File: config.mk
export PLATFORM = sky130hd
export DESIGN_NAME = debug_frame_serializer
export DESIGN_NICKNAME = d
export VERILOG_FILES = /design/src/rtl/debug_pkg.sv /design/src/rtl/debug_source_select.sv /design/src/rtl/debug_frame_serializer.sv
export SDC_FILE = /design/constraint.sdc
export NUM_CORES = 1
export LEC_CHECK = 0
export CAP_MARGIN = 20
export CORE_AREA = 3 3 460 462
export CTS_BUF_LIST = sky130_fd_sc_hd__clkbuf_2
export DETAILED_ROUTE_END_ITERATION = 12
export DIE_AREA = 0 0 463 465
export PLACE_DENSITY = 0.35
export RECOVER_POWER = 50
export SYNTH_ARGS = -nofsm -noshare
export SYNTH_HDL_FRONTEND = slang
export SYNTH_SLANG_ARGS = --single-unit
File: constraint.sdc
create_clock -name i_clock -period 3.2 [get_ports i_clock]
set_clock_uncertainty 0.15 [all_clocks]
set_input_delay 0.96 -clock i_clock [delete_from_list [all_inputs] [get_ports i_clock]]
set_output_delay 0.96 -clock i_clock [all_outputs]
set_load 0.01 [all_outputs]
File: src/rtl/debug_pkg.sv
// Shared debug-interface definitions: select codes, latch count, serializer states.
// Latency: n/a (declarations only).
// Backpressure: n/a (declarations only).
//
// Select codes are also decoded by the upstream MicroBlaze-MIPS interface, so
// they live here rather than inside the serializer.
package debug_pkg;

  localparam logic [5:0] SEL_MEM_DATA   = 6'h20;
  localparam logic [5:0] SEL_MEM_INSTR  = 6'h21;
  localparam logic [5:0] SEL_PC         = 6'h22;
  localparam logic [5:0] SEL_LATCH_BASE = 6'h24;

  // fetch/deco/exec/mem x data/ctrl
  localparam int N_LATCH = 8;

  typedef enum logic {
    ST_IDLE = 1'b0,
    ST_SEND = 1'b1
  } ser_state_t;

  // Width of a word counter covering n_words entries, never narrower than 1 bit.
  function automatic int idx_width(input int n_words);
    return (n_words > 1) ? $clog2(n_words) : 1;
  endfunction

endpackage

File: src/rtl/debug_source_select.sv
// Decodes the debug request select into a zero-extended source word and its last word index.
// Latency: combinational.
// Backpressure: none; outputs follow the inputs every cycle.
//
// Ports:
//   i_request_select           source id
//   i_reg_data/i_pc/i_mem_data/i_instr_data   single-word sources
//   i_latch_bus                N_LATCH strips, strip k at [k*NB_STRIP +: NB_STRIP]
//   o_source                   selected source, NB_STRIP bits, single words zero-extended
//   o_last_idx                 index of the last NB_FRAME word to send (n_words-1)
module debug_source_select
  import debug_pkg::*;
#(
  parameter int NB_FRAME = 32,
  parameter int NB_STRIP = 128,
  parameter int N_LATCH  = debug_pkg::N_LATCH,
  parameter int NB_SEL   = 6,
  parameter int NB_IDX   = 2
) (
  input  logic [NB_SEL-1:0]           i_request_select,
  input  logic [NB_FRAME-1:0]         i_reg_data,
  input  logic [NB_FRAME-1:0]         i_pc,
  input  logic [NB_FRAME-1:0]         i_mem_data,
  input  logic [NB_FRAME-1:0]         i_instr_data,
  input  logic [N_LATCH*NB_STRIP-1:0] i_latch_bus,
  output logic [NB_STRIP-1:0]         o_source,
  output logic [NB_IDX-1:0]           o_last_idx
);

  localparam int N_WORDS = NB_STRIP / NB_FRAME;

  logic [NB_SEL-1:0] latch_off;

  assign latch_off = i_request_select - NB_SEL'(SEL_LATCH_BASE);

  always_comb begin
    o_source   = '0;
    o_last_idx = '0;
    if (i_request_select < NB_SEL'(SEL_MEM_DATA)) begin
      // register file: the address is driven externally from the low select bits
      o_source[NB_FRAME-1:0] = i_reg_data;
    end else if (i_request_select == NB_SEL'(SEL_MEM_DATA)) begin
      o_source[NB_FRAME-1:0] = i_mem_data;
    end else if (i_request_select == NB_SEL'(SEL_MEM_INSTR)) begin
      o_source[NB_FRAME-1:0] = i_instr_data;
    end else if (i_request_select == NB_SEL'(SEL_PC)) begin
      o_source[NB_FRAME-1:0] = i_pc;
    end else if (i_request_select >= NB_SEL'(SEL_LATCH_BASE)) begin
      // Codes past the last strip fall through as invalid: one all-zero word.
      for (int k = 0; k < N_LATCH; k++) begin
        if (latch_off == NB_SEL'(k)) begin
          o_source   = i_latch_bus[k*NB_STRIP +: NB_STRIP];
          o_last_idx = NB_IDX'(N_WORDS - 1);
        end
      end
    end
  end

endmodule

File: src/rtl/debug_frame_serializer.sv
// Snapshots the selected MIPS debug source and streams it to the MicroBlaze in NB_FRAME-bit frames.
// Latency: first frame valid 1 cycle after i_read_request; consecutive frames with no bubble.
// Backpressure: each frame is held until i_frame_ack; requests while busy are dropped.
//
// Ports:
//   i_clock, i_reset         clock, synchronous active-high reset
//   i_read_request           one-cycle request strobe, i_request_select sampled with it
//   i_reg_data .. i_latch_bus debug sources
//   i_frame_ack              MicroBlaze consumed the current frame
//   o_frame/o_frame_valid    current frame, least significant word first
//   o_eod                    current frame is the last of the transfer
//   o_busy                   transfer in progress
module debug_frame_serializer
  import debug_pkg::*;
#(
  parameter int NB_FRAME = 32,
  parameter int NB_STRIP = 128,
  parameter int N_LATCH  = debug_pkg::N_LATCH,
  parameter int NB_SEL   = 6
) (
  input  logic                        i_clock,
  input  logic                        i_reset,
  input  logic                        i_read_request,
  input  logic [NB_SEL-1:0]           i_request_select,
  input  logic [NB_FRAME-1:0]         i_reg_data,
  input  logic [NB_FRAME-1:0]         i_pc,
  input  logic [NB_FRAME-1:0]         i_mem_data,
  input  logic [NB_FRAME-1:0]         i_instr_data,
  input  logic [N_LATCH*NB_STRIP-1:0] i_latch_bus,
  input  logic                        i_frame_ack,
  output logic [NB_FRAME-1:0]         o_frame,
  output logic                        o_frame_valid,
  output logic                        o_eod,
  output logic                        o_busy
);

  localparam int N_WORDS = NB_STRIP / NB_FRAME;
  localparam int NB_IDX  = idx_width(N_WORDS);

  ser_state_t            state_q, state_d;
  logic [NB_IDX-1:0]     word_idx_q, word_idx_d;
  logic [NB_IDX-1:0]     last_idx_q, last_idx_d;
  logic [NB_STRIP-1:0]   shadow_q, shadow_d;
  logic [NB_FRAME-1:0]   frame_q, frame_d;
  logic                  valid_q, valid_d;
  logic                  eod_q, eod_d;
  logic                  busy_q, busy_d;

  logic [NB_STRIP-1:0]   src_data;
  logic [NB_IDX-1:0]     src_last_idx;

  debug_source_select #(
    .NB_FRAME (NB_FRAME),
    .NB_STRIP (NB_STRIP),
    .N_LATCH  (N_LATCH),
    .NB_SEL   (NB_SEL),
    .NB_IDX   (NB_IDX)
  ) u_source_select (
    .i_request_select (i_request_select),
    .i_reg_data       (i_reg_data),
    .i_pc             (i_pc),
    .i_mem_data       (i_mem_data),
    .i_instr_data     (i_instr_data),
    .i_latch_bus      (i_latch_bus),
    .o_source         (src_data),
    .o_last_idx       (src_last_idx)
  );

  always_ff @(posedge i_clock) begin
    if (i_reset) begin
      state_q    <= ST_IDLE;
      word_idx_q <= '0;
      last_idx_q <= '0;
      shadow_q   <= '0;
      frame_q    <= '0;
      valid_q    <= 1'b0;
      eod_q      <= 1'b0;
      busy_q     <= 1'b0;
    end else begin
      state_q    <= state_d;
      word_idx_q <= word_idx_d;
      last_idx_q <= last_idx_d;
      shadow_q   <= shadow_d;
      frame_q    <= frame_d;
      valid_q    <= valid_d;
      eod_q      <= eod_d;
      busy_q     <= busy_d;
    end
  end

  // Outputs are registered, so every value is computed one cycle ahead: the
  // frame/eod for the word that will be current after this edge.
  always_comb begin
    state_d    = state_q;
    word_idx_d = word_idx_q;
    last_idx_d = last_idx_q;
    shadow_d   = shadow_q;
    frame_d    = frame_q;
    valid_d    = valid_q;
    eod_d      = eod_q;
    busy_d     = busy_q;

    case (state_q)
      ST_IDLE: begin
        if (i_read_request) begin
          state_d    = ST_SEND;
          shadow_d   = src_data;
          last_idx_d = src_last_idx;
          word_idx_d = '0;
          frame_d    = src_data[NB_FRAME-1:0];
          eod_d      = (src_last_idx == '0);
          valid_d    = 1'b1;
          busy_d     = 1'b1;
        end
      end

      ST_SEND: begin
        // A request here is ignored, including on the final-ack cycle.
        if (i_frame_ack) begin
          if (word_idx_q == last_idx_q) begin
            state_d    = ST_IDLE;
            word_idx_d = '0;
            frame_d    = '0;
            eod_d      = 1'b0;
            valid_d    = 1'b0;
            busy_d     = 1'b0;
          end else begin
            word_idx_d = word_idx_q + NB_IDX'(1);
            frame_d    = shadow_q[int'(word_idx_d)*NB_FRAME +: NB_FRAME];
            eod_d      = (word_idx_d == last_idx_q);
          end
        end
      end

      default: state_d = ST_IDLE;
    endcase
  end

  assign o_frame       = frame_q;
  assign o_frame_valid = valid_q;
  assign o_eod         = eod_q;
  assign o_busy        = busy_q;

endmodule

==> flow_summary_export.csv, run 1 <==
group,metric,value,unit
global_routing,grt_max_degree,48,
critical_path,critPathMaxFanout,37,
place,dp_cells,5518,
outcome,outcome,"completed",
critical_path,critPathBufInv,6,
detailed_routing,dr_total_vias,20300,
detailed_routing,drc,0,
floorplanning,placementRows,167,
detailed_routing,initialDrtViolationCount,1680,
place,place_ws,-0.673,ns
sta,timing.final.crit_period,3.16,ns
global_routing,grt_pass1_vias,21400,
detailed_routing,drt-total-wl,186,mm
detailed_routing,ant_nets,0,
critical_path,cp.required,4.20,ns
final_layout,drive_above_1_share,0.184,
sta,maxSlewViolCount,0,
floorplanning,start_util,0.0670,
global_routing,grt_use_total,0.166,
logic_synthesis,synthTopCellsByCount,"dfxtp_1 (166), mux4_2 (160), a22oi_1 (128), nor2_1 (125), clkbuf_1 (111)",
sta,setup_ws,0.0388,ns
run,maxCapViolations,0,
final_layout,utilization,0.151,
cts,cts-htree-levels,4,
floorplanning,io_pins,1197,
pwr,p_leak,10.8,nW
logic_synthesis,synthFlopType,"dfxtp_1",
sta,worst_slew_pin_slew,1.14,ns
sta,slew_headroom,0.236,
logic_synthesis,synth.distinct_cells,51,
sta,setup-violations-final,0,
cts,cts_root_buf,"clkbuf_2",
logic_synthesis,synth_top_area_frac,0.259,
global_routing,antenna_found_initial,130,
floorplanning,coreArea,207000,sq um
logic_synthesis,synth_area,13900,sq um
critical_path,crit_chain,"clkdlybuf4s50_1 > buf_4 > inv_2 > buf_4 > nor2_2 > buf_4 > and3_1 > clkbuf_2 > a22o_1",
place,numPortBuffers,1196,
logic_synthesis,synth_cells,1473,
logic_synthesis,synth-xor-area-share,0.00189,
detailed_routing,via_per_inst,3.63,
logic_synthesis,async_flop_share,0,
global_routing,grt_pass1_wl,233,mm
critical_path,slowest_delay,0.85,ns
sta,fin_setup_tns,0,ns
critical_path,arrival,4.16,ns
final_layout,layout.nets,3917,
floorplanning,die_w,463,um
critical_path,crit_top_cell,"buf_4",
min_path,min_path_type,"input port to flip-flop",
detailed_routing,dr.pass1.iters,7,
floorplanning,die_h,465,um
logic_synthesis,synth_area_leaders,"mux4_2 (26%), dfxtp_1 (24%), a22oi_1 (6.9%)",
pwr,power,6.85,mW
critical_path,end_kind,"flip-flop",
logic_synthesis,synth_top_family_by_area,"compound AO/OA/AOI/OAI gates",
place,place.gp.congestion,0.901,
logic_synthesis,synth_compound_area_frac,0.319,
final_layout,area_delta_synth_final,126,%
final_layout,final_design_area_no_fill,31400,sq um
cts,cts_tree,"yes",
pwr,ir_drop,0.000259,V
global_routing,overflow,0,
logic_synthesis,yosys_warnings,0,
cts,clock_path_buffers,2,
logic_synthesis,muxShareOfSynthArea,0.259,
critical_path,worst_setup_path_start_kind,"input port",
sta,finalCritPeriodShare,0.988,
cts,path_clk_slew,0.30,ns
cts,insertion_delay,1.19,ns
floorplanning,fp.dieArea,215000,sq um
cts,cts_sinks,166,
detailed_routing,wl_per_cell,33.3,um
pwr,power_density,218,nW/um^2
critical_path,crit_type,"input port to flip-flop",
logic_synthesis,synthSimpleGateAreaFrac,0.120,
sta,hold_viol_final,0,
final_layout,fin_cells,5597,
critical_path,crit_family,"buffers and inverters",
critical_path,worst_path_max_delay_cell,"clkbuf_2",
logic_synthesis,synthAdderAreaFrac,0,
sta,max_freq,316,MHz
logic_synthesis,yosys.area.top_type,"mux4_2",
logic_synthesis,synth_most_common_cell,"dfxtp_1",
logic_synthesis,syn-mean-instance-area,9.43,sq um
logic_synthesis,synth-edff-count,0,
logic_synthesis,synth-seq-cells,166,
place,hpwl,167,mm
logic_synthesis,syn-num-nets,2635,
sta,hold_slack,0.325,ns
logic_synthesis,ys_seq_area_frac,0.239,
place,place_area,31200,sq um
cts,cts_buffers,17,
metal layers:
layer  wire length [um]  track usage  vias up
met5                713            0        -
met4               2850       0.0307      114
met3              16100       0.0618      209
li1                   -            -     8767
met1              77700        0.201    10100
met2              89000        0.282     1152
sequential cells by signal (all words and copies together), names as in the netlist:
signal,flops
state_q,1
word_idx_q,2
shadow_q,128
last_idx_q,1
o_busy,1
o_eod,1
o_frame,32
area by class of cell:
class                           count  area (sq um)
Clock buffer                       17          85.1
Multi-Input combinational cell   1115          9820
Antenna cell                       41           103
Fill cell                       23500        176000
Timing Repair Buffer             1448         14400
Sequential cell                   166          3360
Clock inverter                     15           153
Tap cell                         2788          3490
Inverter                            7          26.3
where the power goes:
| part | leakage [nW] | total [mW] | switching [mW] | internal [mW] |
|---|---|---|---|---|
| Clock | 0.144 | 1.40 | 1.02 | 0.372 |
| Sequential | 1.36 | 2.27 | 0.0945 | 2.17 |
| Combinational | 9.34 | 3.19 | 1.27 | 1.92 |
timing repair:
action | 4_1_cts | 5_1_grt
hold endpoints to repair | 1 | 0
resized for setup | 215 | 0
hold buffers | 1 | 0
endpoints found under the setup margin | 35 | 0
setup buffers | 5 | 0
layout by cell type, fill, tap and decap left out, types with 81 or more instances in the layout:
cell type / count
clkdlybuf4s50_1: 1158
nand2_1: 105
o21ai_0: 81
nor2_1: 122
mux4_2: 160
buf_4: 192
dfxtp_1: 141
a22o_1: 94
a222oi_1: 94
a22oi_1: 128
logic make-up after synthesis:
kind of cell / count (synthesis)
AOI/OAI and AO/OA: 591
muxes: 160
buffers and inverters: 192
DFF: 166
and+or+nand+nor: 361
xor gates and xnor gates: 3
path summary, 6_finish.rpt:
path                       startpoint             to  slack [ns]  depth (start not counted)
setup / recovery  i_request_select[5]   shadow_q[83]        0.04                          9
hold / removal      i_latch_bus[1008]  shadow_q[112]        0.33                          4
setup reg to reg        word_idx_q[1]    o_frame[21]        0.37                          5
hold reg to reg          shadow_q[28]   shadow_q[28]        0.35                          2
tightest hold or removal path, delay by kind of cell:
kind / cells / cell delay [ns]
buffers and inverters: 1 / 0.45
AO/OA/AOI/OAI: 2 / 0.16
AND/OR/NAND/NOR: 1 / 0.06
Power figures use the tool's default switching activity.
==> run 2: changes to the inputs <==
- CAP_MARGIN: 20 -> 10
- CTS_BUF_LIST: sky130_fd_sc_hd__clkbuf_2 -> sky130_fd_sc_hd__clkbuf_16
==> run 2 against run 1 <==
Effect of this change:
- the flow now finishes with violations (negative setup slack)
- clock power is 62% higher
- combinational power is essentially flat
- clock-buffer cell count stayed put
- sequential share of layout area is 0.26 points lower
- largest cell class unchanged
- first-iteration DRC count is 5.8% higher
- worst setup slack worse by 0.097 ns
- non-clock buffer count is 6 lower
==> flow_summary_export.csv, run 2 (synthesis results as in run 1) <==
group,metric,value,unit
detailed_routing,drt-total-wl,186,mm
global_routing,overflow,0,
critical_path,crit_family,"buffers and inverters",
cts,clock_path_buffers,2,
sta,rsz0062_at_grt,"yes",
detailed_routing,drc,0,
global_routing,grt_pass1_vias,21400,
critical_path,cp.required,3.48,ns
cts,cts_hold_buf,0,
cts,cts_sinks,166,
min_path,hp-start,"shadow_q[28]",
sta,max_freq,307,MHz
pwr,ir_drop,0.000494,V
detailed_routing,wl_per_cell,33.3,um
cts,cts_buffers,17,
floorplanning,coreArea,207000,sq um
cts,cts_setup_buffers,0,
floorplanning,placementRows,167,
detailed_routing,dr_total_vias,20300,
final_layout,layout.nets,3911,
critical_path,crit_type,"input port to flip-flop",
outcome,outcome,"complete, but fails checks",
floorplanning,die_h,465,um
cts,path_clk_slew,0.08,ns
detailed_routing,met1_length,76.7,mm
critical_path,crit_chain,"clkdlybuf4s50_1 > nand4bb_4 > buf_4 > nor2_4 > buf_4 > buf_12 > buf_12 > a222oi_1 > nand2_1 > a22o_1",
detailed_routing,wl_met3,16.9,mm
final_layout,utilization,0.154,
critical_path,worst_path_max_delay_cell,"a222oi_1",
sta,hold_slack,0.323,ns
final_layout,fin_cells,5583,
global_routing,grt_use_total,0.166,
critical_path,crit_start,"i_request_select[2]",
outcome,violations,"negative setup slack",
place,place.gp.congestion,0.901,
detailed_routing,initialDrtViolationCount,1778,
detailed_routing,wl_met2,88.6,mm
cts,cts_tree,"yes",
final_layout,final_cell_mix,"clkdlybuf4s50_1 (1156), buf_4 (187), dfxtp_1 (165), mux4_2 (160), a22oi_1 (128)",
pwr,p_leak,11.0,nW
critical_path,r2r-start,"word_idx_q[1]",
critical_path,arrival,3.54,ns
sta,timing.final.crit_period,3.26,ns
detailed_routing,highest_layer,"met5",
sta,maxSlewViolCount,0,
final_layout,drive_above_1_share,0.169,
global_routing,grt_pass1_wl,233,mm
sta,setup_ws,-0.0587,ns
floorplanning,io_pins,1197,
detailed_routing,via_per_inst,3.63,
final_layout,largest_register_ffs,128,
min_path,min_path_type,"flip-flop to flip-flop",
pwr,power,7.71,mW
sta,fin_setup_tns,-0.0587,ns
cts,insertion_delay,0.53,ns
global_routing,grt_max_degree,48,
final_layout,area_delta_synth_final,129,%
detailed_routing,dr.pass1.iters,6,
place,dp_cells,5518,
sta,hold_viol_final,0,
critical_path,worst_setup_path_start_kind,"input port",
sta,slew_headroom,0.220,
pwr,power_density,242,nW/um^2
final_layout,layout_commonest_cell,"clkdlybuf4s50_1",
floorplanning,die_w,463,um
critical_path,slowest_delay,0.51,ns
sta,worst_slew_pin_slew,1.17,ns
final_layout,regMostFlops,"shadow_q",
critical_path,end_kind,"flip-flop",
detailed_routing,ant_nets,0,
floorplanning,start_util,0.0670,
sta,finalCritPeriodShare,1.02,
sta,setup-violations-final,1,
floorplanning,fp.dieArea,215000,sq um
global_routing,antenna_found_initial,134,
place,numPortBuffers,1196,
place,hpwl,167,mm
run,maxCapViolations,0,
cts,cts_root_buf,"clkbuf_16",
critical_path,critPathMaxFanout,40,
critical_path,critPathBufInv,5,
cts,cts-htree-levels,4,
## run 2: metal layers
layer / up-vias / track usage
met2: 1174 / 0.282
met5: - / 0
met1: 10000 / 0.201
met3: 225 / 0.0619
li1: 8749 / -
met4: 120 / 0.0286
## run 2: path summary, 6_finish.rpt
kind / end / slack, ns / depth (start not counted)
worst max register to register: o_frame[21] / 0.41 / 5
worst min-delay path: shadow_q[28] / 0.32 / 2
worst min register to register: shadow_q[28] / 0.32 / 2
worst max-delay path: shadow_q[72] / -0.06 / 10
## run 2: area by class of cell
class,count,area [sq um]
Fill cell,23400,176000
Timing Repair Buffer,1442,14500
Multi-Input combinational cell,1115,9890
Tap cell,2788,3490
Sequential cell,166,3330
Clock buffer,17,425
Clock inverter,15,153
Antenna cell,33,82.6
Inverter,7,26.3
## run 2: worst register-to-register path: stages (launching register included)
cell and delay (ns):
dfxtp_1 1.09, or3_1 0.25, clkbuf_1 0.62, and3_1 0.35
o22ai_1 0.11, nor3_1 0.13
## run 2: power by group
group	total [mW]	internal, mW	switching, mW
clock	2.27	1.15	1.12
combinational	3.19	1.93	1.27
sequential	2.25	2.15	0.0921
## run 2: through the flow
stage,worst slack [ns],cell area (sq um)
after floorplan,0.408,13900
after global placement,-0.725,31200
after detailed placement,-0.673,31200
after CTS,0.00000422,31800
after global routing,-0.0220,31800
final,-0.0587,31900
## run 2: timing repair
action / CTS / global route
setup endpoints to repair: 8 / 11
gates resized for setup: 3 / 6
pin swaps: 0 / 11
hold endpoints to repair: 0 / 0
==> run 3: changes to the inputs <==
- CORE_AREA: 3 3 460 462 -> 2 2 470 472
- DIE_AREA: 0 0 463 465 -> 0 0 472 474
- DONT_BUFFER_PORTS: unset -> 1
- PLACE_DENSITY: 0.35 -> 0.3
- clock period: 3.2 -> 3.65 ns (I/O delays scaled with it)
==> run 3 against run 2 <==
Effect of this change:
- the flow now finishes without violations
- worst hold slack worse by 0.011 ns
- clock-buffer cell count unchanged
- sequential power down 9%
- design area down 41%
- worst setup slack better by 0.61 ns
- non-clock buffer count down 1327
- via count down 21%
- wire length down 5.8%
- combinational power down 66%
- register-to-register slack better by 0.50 ns
- final cell count down 21%
- critical path depth down 3
- highest routed layer unchanged
==> flow_summary_export.csv, run 3 (synthesis results as in run 1) <==
group,metric,value,unit
outcome,outcome,"completed",
sta,hold_slack,0.312,ns
detailed_routing,via_per_inst,3.59,
critical_path,worstReg2RegEnd,"o_frame[3]",
cts,cts_setup_buffers,0,
sta,max_freq,322,MHz
global_routing,grt_use_total,0.149,
detailed_routing,dr.pass1.iters,10,
cts,cts_tree,"yes",
critical_path,endpoint,"shadow_q[96]",
detailed_routing,wl_met2,79.4,mm
pwr,pwr-share-seq,0.405,
pwr,power_density,271,nW/um^2
critical_path,worst_setup_path_start_kind,"input port",
cts,cts_sinks,166,
sta,slew_headroom,0.0465,
detailed_routing,ant_nets,0,
detailed_routing,highest_layer,"met5",
run,maxCapViolations,0,
critical_path,r2r-start,"word_idx_q[1]",
cts,cts-htree-levels,4,
critical_path,r2r_setup_slack,0.91,ns
final_layout,final_cell_mix,"dfxtp_1 (165), mux4_2 (160), a22oi_1 (128), nor2_1 (122), nand2_1 (105)",
floorplanning,coreArea,219000,sq um
critical_path,arrival,3.41,ns
cts,cts_root_buf,"clkbuf_16",
place,numPortBuffers,0,
final_layout,area_delta_synth_final,34.9,%
cts,insertion_delay,0.52,ns
sta,fin_setup_tns,0,ns
sta,worst_slew_pin_slew,1.43,ns
pwr,p_int,3.31,mW
final_layout,fin_cells,4436,
min_path,min_path_type,"flip-flop to flip-flop",
cts,cts-resized-gates,0,
critical_path,crit_start,"i_request_select[3]",
detailed_routing,drt-total-wl,175,mm
sta,setup_ws,0.548,ns
global_routing,overflow,0,
pwr,switching_power,1.76,mW
detailed_routing,wl_met3,20.7,mm
final_layout,regArea,3330,sq um
cts,clock_path_buffers,2,
floorplanning,die_w,472,um
detailed_routing,drc,0,
global_routing,antenna_found_initial,205,
pwr,p_comb_frac,0.216,
floorplanning,io_pins,1197,
sta,timing.final.crit_period,3.10,ns
critical_path,crit_type,"input port to flip-flop",
global_routing,grt_pass1_wl,207,mm
pwr,power.share.clock,0.380,
final_layout,drive_above_1_share,0.226,
sta,finalCritPeriodShare,0.850,
pwr,swShare,0.347,
critical_path,r2r_cells,6,
final_layout,layout_commonest_cell,"dfxtp_1",
detailed_routing,met1_length,67.8,mm
cts,cts_hold_buf,0,
final_layout,multiInputGateArea,9820,sq um
cts,cts_buffers,17,
place,place_ws,0.121,ns
floorplanning,start_util,0.0635,
final_layout,layout.nets,2584,
place,place.gp.congestion,1.11,
sta,setup-violations-final,0,
sta,hold_viol_final,0,
critical_path,cp.required,3.96,ns
place,dp_cells,4274,
final_layout,regMostFlops,"shadow_q",
critical_path,end_kind,"flip-flop",
final_layout,largest_register_ffs,128,
floorplanning,placementRows,172,
global_routing,grt_max_degree,140,
floorplanning,die_h,474,um
pwr,p_leak,5.44,nW
sta,rsz0062_at_grt,"no",
detailed_routing,initialDrtViolationCount,1985,
place,hpwl,152,mm
floorplanning,fp.dieArea,224000,sq um
detailed_routing,dr_total_vias,15900,
cts,path_clk_slew,0.08,ns
pwr,ir_drop,0.000343,V
detailed_routing,wl_per_cell,39.5,um
critical_path,critPathMaxFanout,61,
global_routing,grt_pass1_vias,15600,
sta,maxSlewViolCount,0,
pwr,power,5.07,mW
final_layout,fillers,25500,
[run 3: how the worst min path moves through the flow]
stage / end / cells past startpoint / slack (ns) / from
after floorplan: shadow_q[91] / 1 / 0.27 / shadow_q[91]
after global placement: shadow_q[91] / 1 / 0.28 / shadow_q[91]
after detailed placement: shadow_q[91] / 1 / 0.29 / shadow_q[91]
after CTS: shadow_q[91] / 1 / 0.31 / shadow_q[91]
after global routing: shadow_q[91] / 1 / 0.34 / shadow_q[91]
final: shadow_q[91] / 1 / 0.31 / shadow_q[91]
[run 3: stage by stage]
step / utilization / instance area, sq um
after detailed placement: 0.0818 / 17900
after floorplan: - / 13900
after global placement: 0.0818 / 17900
after CTS: 0.0843 / 18400
after global routing: 0.0850 / 18600
final: 0.0857 / 18700
[run 3: per-layer routing]
| layer | track usage | vias up |
|---|---|---|
| li1 | - | 6213 |
| met1 | 0.165 | 7919 |
| met2 | 0.237 | 1335 |
| met3 | 0.0789 | 361 |
| met4 | 0.0586 | 108 |
| met5 | 0.000216 | - |
[run 3: cell type report]
type / instances / share of cell area
Clock inverter: 15 / 0.00688
Antenna cell: 130 / 0.0174
Clock buffer: 17 / 0.0227
Timing Repair Buffer: 115 / 0.0581
Sequential cell: 166 / 0.178
Multi-Input combinational cell: 1115 / 0.524
Inverter: 7 / 0.00140
Tap cell: 2871 / 0.192
[run 3: worst max-delay path: stages]
cell	delay [ns]
nand2b_1	0.18
nor3b_1	0.59
buf_12	0.31
buf_4	0.35
a22oi_1	0.26
nand2_1	0.21
a22o_1	0.13
[run 3: power by group through the flow]
stage / logic [mW] / registers, mW / clock network (mW)
floorplan: 0.705 / 1.98 / 0
global placement: 1.14 / 2.12 / 0
detailed placement: 1.13 / 2.12 / 0
CTS: 1.13 / 2.08 / 2.08
global route: 1.17 / 2.07 / 2.11
finish: 1.09 / 2.05 / 1.93
